[src/rtl/fp_to_int_converter_if.sv]
// Handshake bundle between the FP datapath and fp_to_int_converter.
// The master offers operands and accepts results; the slave is the converter.
interface fp_to_int_converter_if;
  logic        in_valid;
  logic        in_ready;
  logic [31:0] in_data;
  logic        out_valid;
  logic        out_ready;
  logic [31:0] out_data;
  logic        out_invalid;
  logic        out_inexact;

  modport master (
    output in_valid, in_data, out_ready,
    input  in_ready, out_valid, out_data, out_invalid, out_inexact
  );

  modport slave (
    input  in_valid, in_data, out_ready,
    output in_ready, out_valid, out_data, out_invalid, out_inexact
  );
endinterface

[src/rtl/fp_to_int_converter.sv]
// Iterative IEEE 754 single -> signed int32 converter, one conversion in flight.
// Define FP2INT_ROUND_NEAREST_EN for round-to-nearest-even; default truncates toward zero.
module fp_to_int_converter #(
  parameter int SHIFT_STEP = 4
) (
  input  logic                  clk,
  input  logic                  rst_n,
  fp_to_int_converter_if.slave  bus
);

  typedef enum logic [2:0] {
    S_IDLE,
    S_UNPACK,
    S_SHIFT,
    S_ROUND,
    S_DONE
  } state_t;

  localparam logic [4:0] STEP = 5'(SHIFT_STEP);
`ifdef FP2INT_ROUND_NEAREST_EN
  localparam logic [7:0] EXP_MIN = 8'd126;
`else
  localparam logic [7:0] EXP_MIN = 8'd127;
`endif

  state_t      state_q, state_d;
  logic [31:0] op_q, op_d;
  logic [31:0] mag_q, mag_d;
  logic        guard_q, guard_d;
  logic        sticky_q, sticky_d;
  logic        left_q, left_d;
  logic [4:0]  rem_q, rem_d;
  logic [31:0] res_q, res_d;
  logic        inval_q, inval_d;
  logic        inex_q, inex_d;

  logic        sign;
  logic [7:0]  expo;
  logic [22:0] frac;
  logic [4:0]  amt;
  logic [31:0] rmag;

  assign sign = op_q[31];
  assign expo = op_q[30:23];
  assign frac = op_q[22:0];

  assign bus.in_ready    = (state_q == S_IDLE);
  assign bus.out_valid   = (state_q == S_DONE);
  assign bus.out_data    = res_q;
  assign bus.out_invalid = inval_q;
  assign bus.out_inexact = inex_q;

  always_comb begin
    state_d  = state_q;
    op_d     = op_q;
    mag_d    = mag_q;
    guard_d  = guard_q;
    sticky_d = sticky_q;
    left_d   = left_q;
    rem_d    = rem_q;
    res_d    = res_q;
    inval_d  = inval_q;
    inex_d   = inex_q;
    amt      = (rem_q > STEP) ? STEP : rem_q;
    rmag     = mag_q;

    unique case (state_q)
      S_IDLE: begin
        if (bus.in_valid) begin
          op_d    = bus.in_data;
          state_d = S_UNPACK;
        end
      end

      S_UNPACK: begin
        inval_d = 1'b0;
        inex_d  = 1'b0;
        res_d   = 32'd0;
        state_d = S_DONE;
        if (expo == 8'd0) begin
          inex_d = |frac;
        end else if (expo == 8'd255) begin
          inval_d = 1'b1;
          res_d   = (sign && frac == 23'd0) ? 32'h8000_0000 : 32'h7FFF_FFFF;
        end else if (expo >= 8'd158) begin
          // -2^31 is the only representable value at this magnitude.
          if (sign && expo == 8'd158 && frac == 23'd0) begin
            res_d = 32'h8000_0000;
          end else begin
            inval_d = 1'b1;
            res_d   = sign ? 32'h8000_0000 : 32'h7FFF_FFFF;
          end
        end else if (expo < EXP_MIN) begin
          inex_d = 1'b1;
        end else begin
          mag_d    = {8'd0, 1'b1, frac};
          guard_d  = 1'b0;
          sticky_d = 1'b0;
          if (expo < 8'd150) begin
            left_d = 1'b0;
            rem_d  = 5'(8'd150 - expo);
          end else begin
            left_d = 1'b1;
            rem_d  = 5'(expo - 8'd150);
          end
          state_d = (rem_d == 5'd0) ? S_ROUND : S_SHIFT;
        end
      end

      S_SHIFT: begin
        // Bit-serial unroll keeps guard separate and folds older guards into sticky.
        for (int i = 0; i < SHIFT_STEP; i++) begin
          if (5'(i) < amt) begin
            if (left_q) begin
              mag_d = {mag_d[30:0], 1'b0};
            end else begin
              sticky_d = sticky_d | guard_d;
              guard_d  = mag_d[0];
              mag_d    = {1'b0, mag_d[31:1]};
            end
          end
        end
        rem_d = rem_q - amt;
        if (rem_d == 5'd0) begin
          state_d = S_ROUND;
        end
      end

      S_ROUND: begin
`ifdef FP2INT_ROUND_NEAREST_EN
        if (guard_q && (sticky_q || mag_q[0])) begin
          rmag = mag_q + 32'd1;
        end
`endif
        res_d   = sign ? (32'd0 - rmag) : rmag;
        inval_d = 1'b0;
        inex_d  = guard_q | sticky_q;
        state_d = S_DONE;
      end

      S_DONE: begin
        if (bus.out_ready) begin
          state_d = S_IDLE;
        end
      end

      default: state_d = S_IDLE;
    endcase
  end

  always_ff @(posedge clk or negedge rst_n) begin
    if (!rst_n) begin
      state_q  <= S_IDLE;
      op_q     <= 32'd0;
      mag_q    <= 32'd0;
      guard_q  <= 1'b0;
      sticky_q <= 1'b0;
      left_q   <= 1'b0;
      rem_q    <= 5'd0;
      res_q    <= 32'd0;
      inval_q  <= 1'b0;
      inex_q   <= 1'b0;
    end else begin
      state_q  <= state_d;
      op_q     <= op_d;
      mag_q    <= mag_d;
      guard_q  <= guard_d;
      sticky_q <= sticky_d;
      left_q   <= left_d;
      rem_q    <= rem_d;
      res_q    <= res_d;
      inval_q  <= inval_d;
      inex_q   <= inex_d;
    end
  end

endmodule
[src/flat_wrapper.sv]
// flat-port wrapper written by rule: the top's interface ports become plain ports
module fp_to_int_converter_flat 
#(
  parameter int SHIFT_STEP = 4
)
  (clk, rst_n, bus_in_valid, bus_in_data, bus_out_ready, bus_in_ready, bus_out_valid, bus_out_data, bus_out_invalid, bus_out_inexact);
  fp_to_int_converter_if bus_i ();
  input  logic clk;
  input  logic rst_n;
  input wire logic [$bits(bus_i.in_valid)-1:0] bus_in_valid;
  input wire logic [$bits(bus_i.in_data)-1:0] bus_in_data;
  input wire logic [$bits(bus_i.out_ready)-1:0] bus_out_ready;
  output wire logic [$bits(bus_i.in_ready)-1:0] bus_in_ready;
  output wire logic [$bits(bus_i.out_valid)-1:0] bus_out_valid;
  output wire logic [$bits(bus_i.out_data)-1:0] bus_out_data;
  output wire logic [$bits(bus_i.out_invalid)-1:0] bus_out_invalid;
  output wire logic [$bits(bus_i.out_inexact)-1:0] bus_out_inexact;
  assign bus_i.in_valid = bus_in_valid;
  assign bus_i.in_data = bus_in_data;
  assign bus_i.out_ready = bus_out_ready;
  assign bus_in_ready = bus_i.in_ready;
  assign bus_out_valid = bus_i.out_valid;
  assign bus_out_data = bus_i.out_data;
  assign bus_out_invalid = bus_i.out_invalid;
  assign bus_out_inexact = bus_i.out_inexact;
  fp_to_int_converter #(.SHIFT_STEP(SHIFT_STEP)) u_core (.clk(clk), .rst_n(rst_n), .bus(bus_i));
endmodule
[config.mk]
export PLATFORM = sky130hd
export DESIGN_NAME = fp_to_int_converter_flat
export DESIGN_NICKNAME = d
export VERILOG_FILES = /design/src/rtl/fp_to_int_converter_if.sv /design/src/rtl/fp_to_int_converter.sv /design/src/flat_wrapper.sv
export SDC_FILE = /design/constraint.sdc
export NUM_CORES = 1
export LEC_CHECK = 0
export ABC_AREA = 1
export BUFFER_PORTS_ARGS = -buffer_cell sky130_fd_sc_hd__buf_2
export CAP_MARGIN = 20
export CORE_MARGIN = 2
export CORE_UTILIZATION = 25
export CTS_CLUSTER_SIZE = 16
export DETAILED_ROUTE_END_ITERATION = 10
export PLACE_DENSITY = 0.37
export SKIP_CTS_REPAIR_TIMING = 1
export SYNTH_ARGS = -nofsm -noshare
export SYNTH_HDL_FRONTEND = slang
export SYNTH_SLANG_ARGS = --single-unit
[constraint.sdc]
create_clock -name clk -period 2.3 [get_ports clk]
set_input_delay 0 -clock clk [delete_from_list [all_inputs] [get_ports clk]]
set_output_delay 0 -clock clk [all_outputs]
set_load 0.01 [all_outputs]
==> results.ini, run 1 <==
[global_route]
grt_max_degree = 62
grt_usage_pct = 19.2
overflow = 0
grt_pass1_vias = 9058
grt_pass1_wl_um = 52800
antenna_found_initial = 0

[sta]
finalCritPeriodShare_pct = 94.3
post-route-min-period_ps = 2170
finalHoldViolCount = 0
setup_viol = 0
fmax_ghz = 0.461
maxSlewViolCount = 0
skew_ps = 11.6

[flow_run]
maxCapViolCount = 0

[place]
dp_hpwl_um = 26500
dp.cells = 1885
dpl-instance-area_um2 = 9780
io_buffers = 71
place.gp.congestion = 0.878

[routing]
drtIter0Drc = 580
wire_per_inst_um = 17.7
wl_um = 34400
ant_nets = 0
viasPerCell = 4.83
drc_errors = 0
vias = 9378
drtPass1Iterations = 7

[pwr]
power.leakage_nw = 5.07
total_power_mw = 17.9
irDropWorstVdd_mv = 0.520
powerDensity_nw_per_um2 = 1700

[finish]
nFillCells = 3909
syn_to_final_growth_pct = 22.3
postLayoutCoreUtil_pct = 31.2
drive_gt1_share_pct = 14.8
nets = 1534
diodes = 0
instances_no_fill = 1942
design_area_um2 = 10500

[critical_path]
cpPeakStageDelay_ps = 440
cp_slowest_cell = dfrtp_2
required_ps = 2580
critPathMaxFanout = 19
path_delay_family = simple AND/OR/NAND/NOR gates
cp_cell_sequence = nor2_8 -> nand3_4 -> nand2_2 -> inv_2 -> buf_12 -> buf_4 -> nand3_1 -> nand3_1 -> nand2_1 -> nand3_1 -> nand2_1 -> nand2_1 -> o21ai_1 -> nand2_1
worstPathBufferInverterCount = 3
end_kind = flip-flop
worst-setup-path-type = reg -> reg
path_common_cell = nand2_1
start_kind = flip-flop
arrival_ps = 2450

[floorplan]
initial_utilization_pct = 25.5
die-area_um2 = 35900
row_count = 67
fp.dieH_um = 189
design.core.area_um2 = 33700
die_w_um = 189
io_pins = 72

[clock_network]
cts.root.buffer_cell = clkbuf_16
cts_buffers = 9
clockBufferDepth = 2
htreeDepth = 3
clock_latency_ps = 380
cts_tree = built
clock-sinks = 109
clkTransAtPathRegs_ps = 80

[yosys]
ys_ff_latch = 109
synth_area_um2 = 8600
avgSynthCellArea_um2 = 6.28
synthArstFlopShare_pct = 100
yosysUniqueCellTypes = 47
synth_edf_count = 0
syn_inst = 1368
synthFlopType = dfrtp_1
synth_nets = 1412
yosysSeqAreaShare_pct = 31.7
ys_warn_count = 0

[worst_hold_path]
hold_class = in -> async

[outcome]
outcome = finished clean

-- cells in the final DEF, fill, tap and decap left out, types with 4 or more instances in the layout --
cell type and n:
dlygate4sd3_1 34, dfrtp_1 107, buf_2 70, a21oi_1 78, nand2_1 449, inv_4 4, nand3_1 196, o21ai_0 83
nor3_1 9, inv_2 6, nor2_4 5, buf_6 4, xor2_1 7, nand4_1 40, nor2_1 106, buf_4 70
nand3_2 13, o221ai_1 4, o21ai_1 32, ha_1 8, buf_12 9, clkbuf_16 9, inv_1 95, nand2_2 6
-- registers in the layout, summed over array words and instances (netlist names) --
| signal | count |
|---|---|
| u_core.state_q | 3 |
| u_core.sticky_q | 1 |
| u_core.op_q | 32 |
| u_core.bus.out_invalid | 1 |
| u_core.left_q | 1 |
| u_core.bus.out_inexact | 1 |
| u_core.mag_q | 32 |
| u_core.guard_q | 1 |
| u_core.rem_q | 5 |
| u_core.bus.out_data | 32 |
-- synth_stat cells (2+ instances only) --
cell type,instances,area [um^2]
nor4_1,4,25.0
o31ai_1,2,15.0
nand2_2,3,18.8
nor3_1,10,50.1
mux2_2,2,22.5
a22oi_1,2,15.0
ha_1,8,100
xor2_1,7,61.3
o21ai_0,85,425
nand3_2,9,90.1
o22ai_1,3,18.8
o21ai_1,31,155
and2_1,2,12.5
clkinv_1,2,7.51
o21a_1,2,15.0
nand2_1,452,1700
nand4_1,40,250
clkbuf_1,28,105
nand3_4,2,35.0
nand3b_1,3,22.5
buf_1,2,7.51
buf_2,32,160
or2_2,3,18.8
dfrtp_1,109,2730
nand3_1,199,996
nor2_1,106,398
buf_4,8,60.1
nor2_4,5,56.3
buf_6,7,78.8
inv_2,9,33.8
inv_1,95,357
o221ai_1,4,35.0
a21oi_1,78,390
-- report_power, final --
part / leakage (nW) / switching, mW / total (mW) / internal, mW
Combinational: 3.65 / 8.31 / 12.5 / 4.23
Sequential: 1.28 / 0.898 / 3.76 / 2.86
Clock: 0.139 / 0.825 / 1.59 / 0.764
Total: 5.07 / 10.0 / 17.9 / 7.86
-- cell families after synthesis --
logic type / share of synthesized area [%]
multiplexers: 0.262
AO/OA/AOI/OAI: 13.2
AND/OR/NAND/NOR: 43.4
adder cells (fa/ha/maj): 1.16
flip-flops: 31.7
buffers and inverters: 9.49
other: 0.0436
XOR/XNOR: 0.713
-- metrics by stage --
step	hold WS [ps]	TNS, ps	worst slack, ps
2_1_floorplan	-296	0	509
3_3_place_gp	-70.1	0	84.9
3_5_place_dp	-66.8	0	67.8
4_1_cts	-490	0	57.4
5_1_grt	65.2	-12.4	-11.0
6_report	53.8	0	132
-- metal layers --
layer  track usage [%]  vias up  share of wire [%]
met5                 0        -                  0
met4              4.83        0                1.6
met3              2.17       21                3.5
met2              32.7      184                 48
met1              26.0     4411                 47
li1                  -     4762                  -
-- final timing paths --
path | from | end | slack, ps | cells past startpoint
min | rst_n | u_core.bus.out_data[30] | 50 | 2
max reg2reg | u_core.rem_q[3] | u_core.mag_q[18] | 130 | 14
max in group asynchronous | rst_n | u_core.op_q[9] | 1470 | 3
max | u_core.rem_q[3] | u_core.mag_q[18] | 130 | 14
min reg2reg | u_core.bus.out_inexact | u_core.bus.out_inexact | 480 | 2
min in group clk | bus_in_valid | u_core.op_q[29] | 100 | 3
-- layout make-up --
type | count | area, um^2 | area share [%]
Clock buffer | 10 | 239 | 2.27
Clock inverter | 5 | 32.5 | 0.309
Inverter | 107 | 412 | 3.91
Multi-Input combinational cell | 1076 | 5100 | 48.5
Sequential cell | 109 | 2730 | 26.0
Tap cell | 448 | 561 | 5.33
Timing Repair Buffer | 187 | 1440 | 13.7
Power figures use the tool's default switching activity.
==> run 2, diff against run 1 <==
==> constraint.sdc (replaced) <==
create_clock -name clk -period 2.1 [get_ports clk]
set_input_delay 0 -clock clk [delete_from_list [all_inputs] [get_ports clk]]
set_output_delay 0 -clock clk [all_outputs]
set_load 0.01 [all_outputs]
==> run 2 against run 1 <==
Against the previous run: core utilization is 4.6 points higher; power grew 29%; maximum frequency rose by 6.9%; count of clock-buffer cells in the layout increased by 1; non-clock buffer count grew 87; die area unchanged; sequential power is 11% higher; cell area rose by 15%.
==> results.ini, run 2 (synthesis results as in run 1) <==
[outcome]
outcome = finished clean

[floorplan]
initial_utilization_pct = 25.5  ; unchanged
row_count = 67  ; unchanged
die_w_um = 189  ; unchanged
die-area_um2 = 35900  ; unchanged
fp.dieH_um = 189  ; unchanged
design.core.area_um2 = 33700  ; unchanged
io_pins = 72  ; unchanged

[clock_network]
clock-sinks = 109  ; unchanged
clockBufferDepth = 2  ; unchanged
cts_tree = built
clkTransAtPathRegs_ps = 80  ; about the same
cts_buffers = 9  ; unchanged
cts.root.buffer_cell = clkbuf_16
htreeDepth = 3  ; unchanged
clock_latency_ps = 380  ; about the same

[critical_path]
worst-setup-path-type = reg -> reg
critPathMaxFanout = 8  ; -11
arrival_ps = 2350  ; -100 ps
regToRegSetupSlack_ps = 70  ; -60 ps
end_kind = flip-flop
required_ps = 2420  ; -160 ps
start_kind = flip-flop
reg2reg_depth = 16  ; +2

[finish]
nets = 1620  ; +5.6%
postLayoutCoreUtil_pct = 35.8  ; +4.6 points
instances_no_fill = 2028  ; +4.4%
final_cell_mix = 414 x nand2_1, 150 x nand3_1, 129 x buf_4, 106 x dfrtp_1, 98 x nor2_1
drive_gt1_share_pct = 28.0  ; +13 points
final_common_cell = nand2_1
nFillCells = 3777  ; -3.4%
diodes = 0  ; unchanged
regArea_um2 = 2730  ; about the same
syn_to_final_growth_pct = 40.3
multiInputGateArea_um2 = 5640  ; +11%

[pwr]
powerDensity_nw_per_um2 = 1910  ; +12%
irDropWorstVdd_mv = 0.739  ; +42%
power.leakage_nw = 5.81  ; +15%

[routing]
vias = 9870  ; +5.2%
wl_um = 36000  ; +4.6%
ant_nets = 0  ; unchanged
wire_per_inst_um = 17.8  ; +0.20%
drtPass1Iterations = 5  ; -2
viasPerCell = 4.87  ; +0.78%
drc_errors = 0  ; unchanged
drtIter0Drc = 718  ; +24%

[sta]
post-route-min-period_ps = 2030  ; -139 ps
finalHoldViolCount = 0  ; unchanged
skew_ps = 10.5  ; -1.08 ps
fmax_ghz = 0.493  ; +6.9%
setup_viol = 0  ; unchanged
finalCritPeriodShare_pct = 96.6  ; +2.3 points
rsz0062_at_grt = yes
maxSlewViolCount = 0  ; unchanged

[place]
dp_hpwl_um = 27000  ; +2.1%
dp.cells = 1958  ; +3.9%
place.gp.congestion = 0.858  ; -2.3%
io_buffers = 71  ; unchanged

[flow_run]
maxCapViolCount = 0  ; unchanged

[global_route]
antenna_found_initial = 0  ; unchanged
overflow = 0  ; unchanged
grt_max_degree = 41  ; -34%
grt_pass1_vias = 9247  ; +2.1%
grt_usage_pct = 19.6  ; +0.31 points
grt_pass1_wl_um = 53800  ; +1.8%

[worst_hold_path]
hold_class = in -> async

[run 2: per-stage QoR]
step | worst slack, ps | instance area, um^2 | power [mW] | hold WS [ps] | TNS [ps]
CTS | -70.3 | 10800 | 20.9 | -491 | -1560
floorplan | 309 | 8600 | 13.1 | -296 | 0
global placement | -45.9 | 10400 | 18.8 | -57.1 | -572
global route | -95.0 | 12100 | 25.1 | 78.6 | -2060
detailed placement | -45.6 | 10400 | 18.8 | -68.3 | -686
finish | 71.1 | 12100 | 23.0 | 73.0 | 0
[run 2: report_power, final]
group | total, mW | internal, mW | switching, mW | leakage (nW)
Combinational | 16.9 | 6.60 | 10.3 | 4.38
Clock | 1.96 | 1.07 | 0.886 | 0.152
Sequential | 4.17 | 3.14 | 1.03 | 1.28
[run 2: critical path, stage by stage (launching register included)]
cell and delay, ps:
dfrtp_2 450, nor2_8 170, buf_6 130, nand2_8 70, nor2_4 170, buf_8 170
buf_6 120, nand2_2 60, nand2_2 80, nand2_2 60, nand3_2 80, nand2_2 60
nand3_1 110, nand2_1 60, nand2_1 60, o21ai_1 50, nand2_1 50
[run 2: worst paths after layout]
check / from / end
worst max-delay path: u_core.rem_q[3] / u_core.mag_q[22]
worst min-delay path: rst_n / u_core.bus.out_data[29]
worst max register to register: u_core.rem_q[3] / u_core.mag_q[22]
worst min register to register: u_core.bus.out_data[31] / u_core.bus.out_data[31]
max in group asynchronous: rst_n / u_core.op_q[10]
min in group clk: bus_in_valid / u_core.state_q[0]
[run 2: final cells by class]
| class | instances | area share [%] |
|---|---|---|
| clock buffers | 11 | 2.01 |
| well taps | 448 | 4.65 |
| multi-input cells | 1075 | 46.8 |
| repair buffers | 274 | 19.8 |
| clock inverters | 4 | 0.602 |
| inverters | 107 | 3.52 |
| flip-flops and latches | 109 | 22.6 |
[run 2: routing by layer]
metal	global-route usage, %	vias to the layer above	share of wire [%]
met5	0	-	0
met4	5.81	0	2.7
met3	2.72	49	3.0
met2	32.4	189	47
met1	26.4	4686	47
li1	-	4946	-
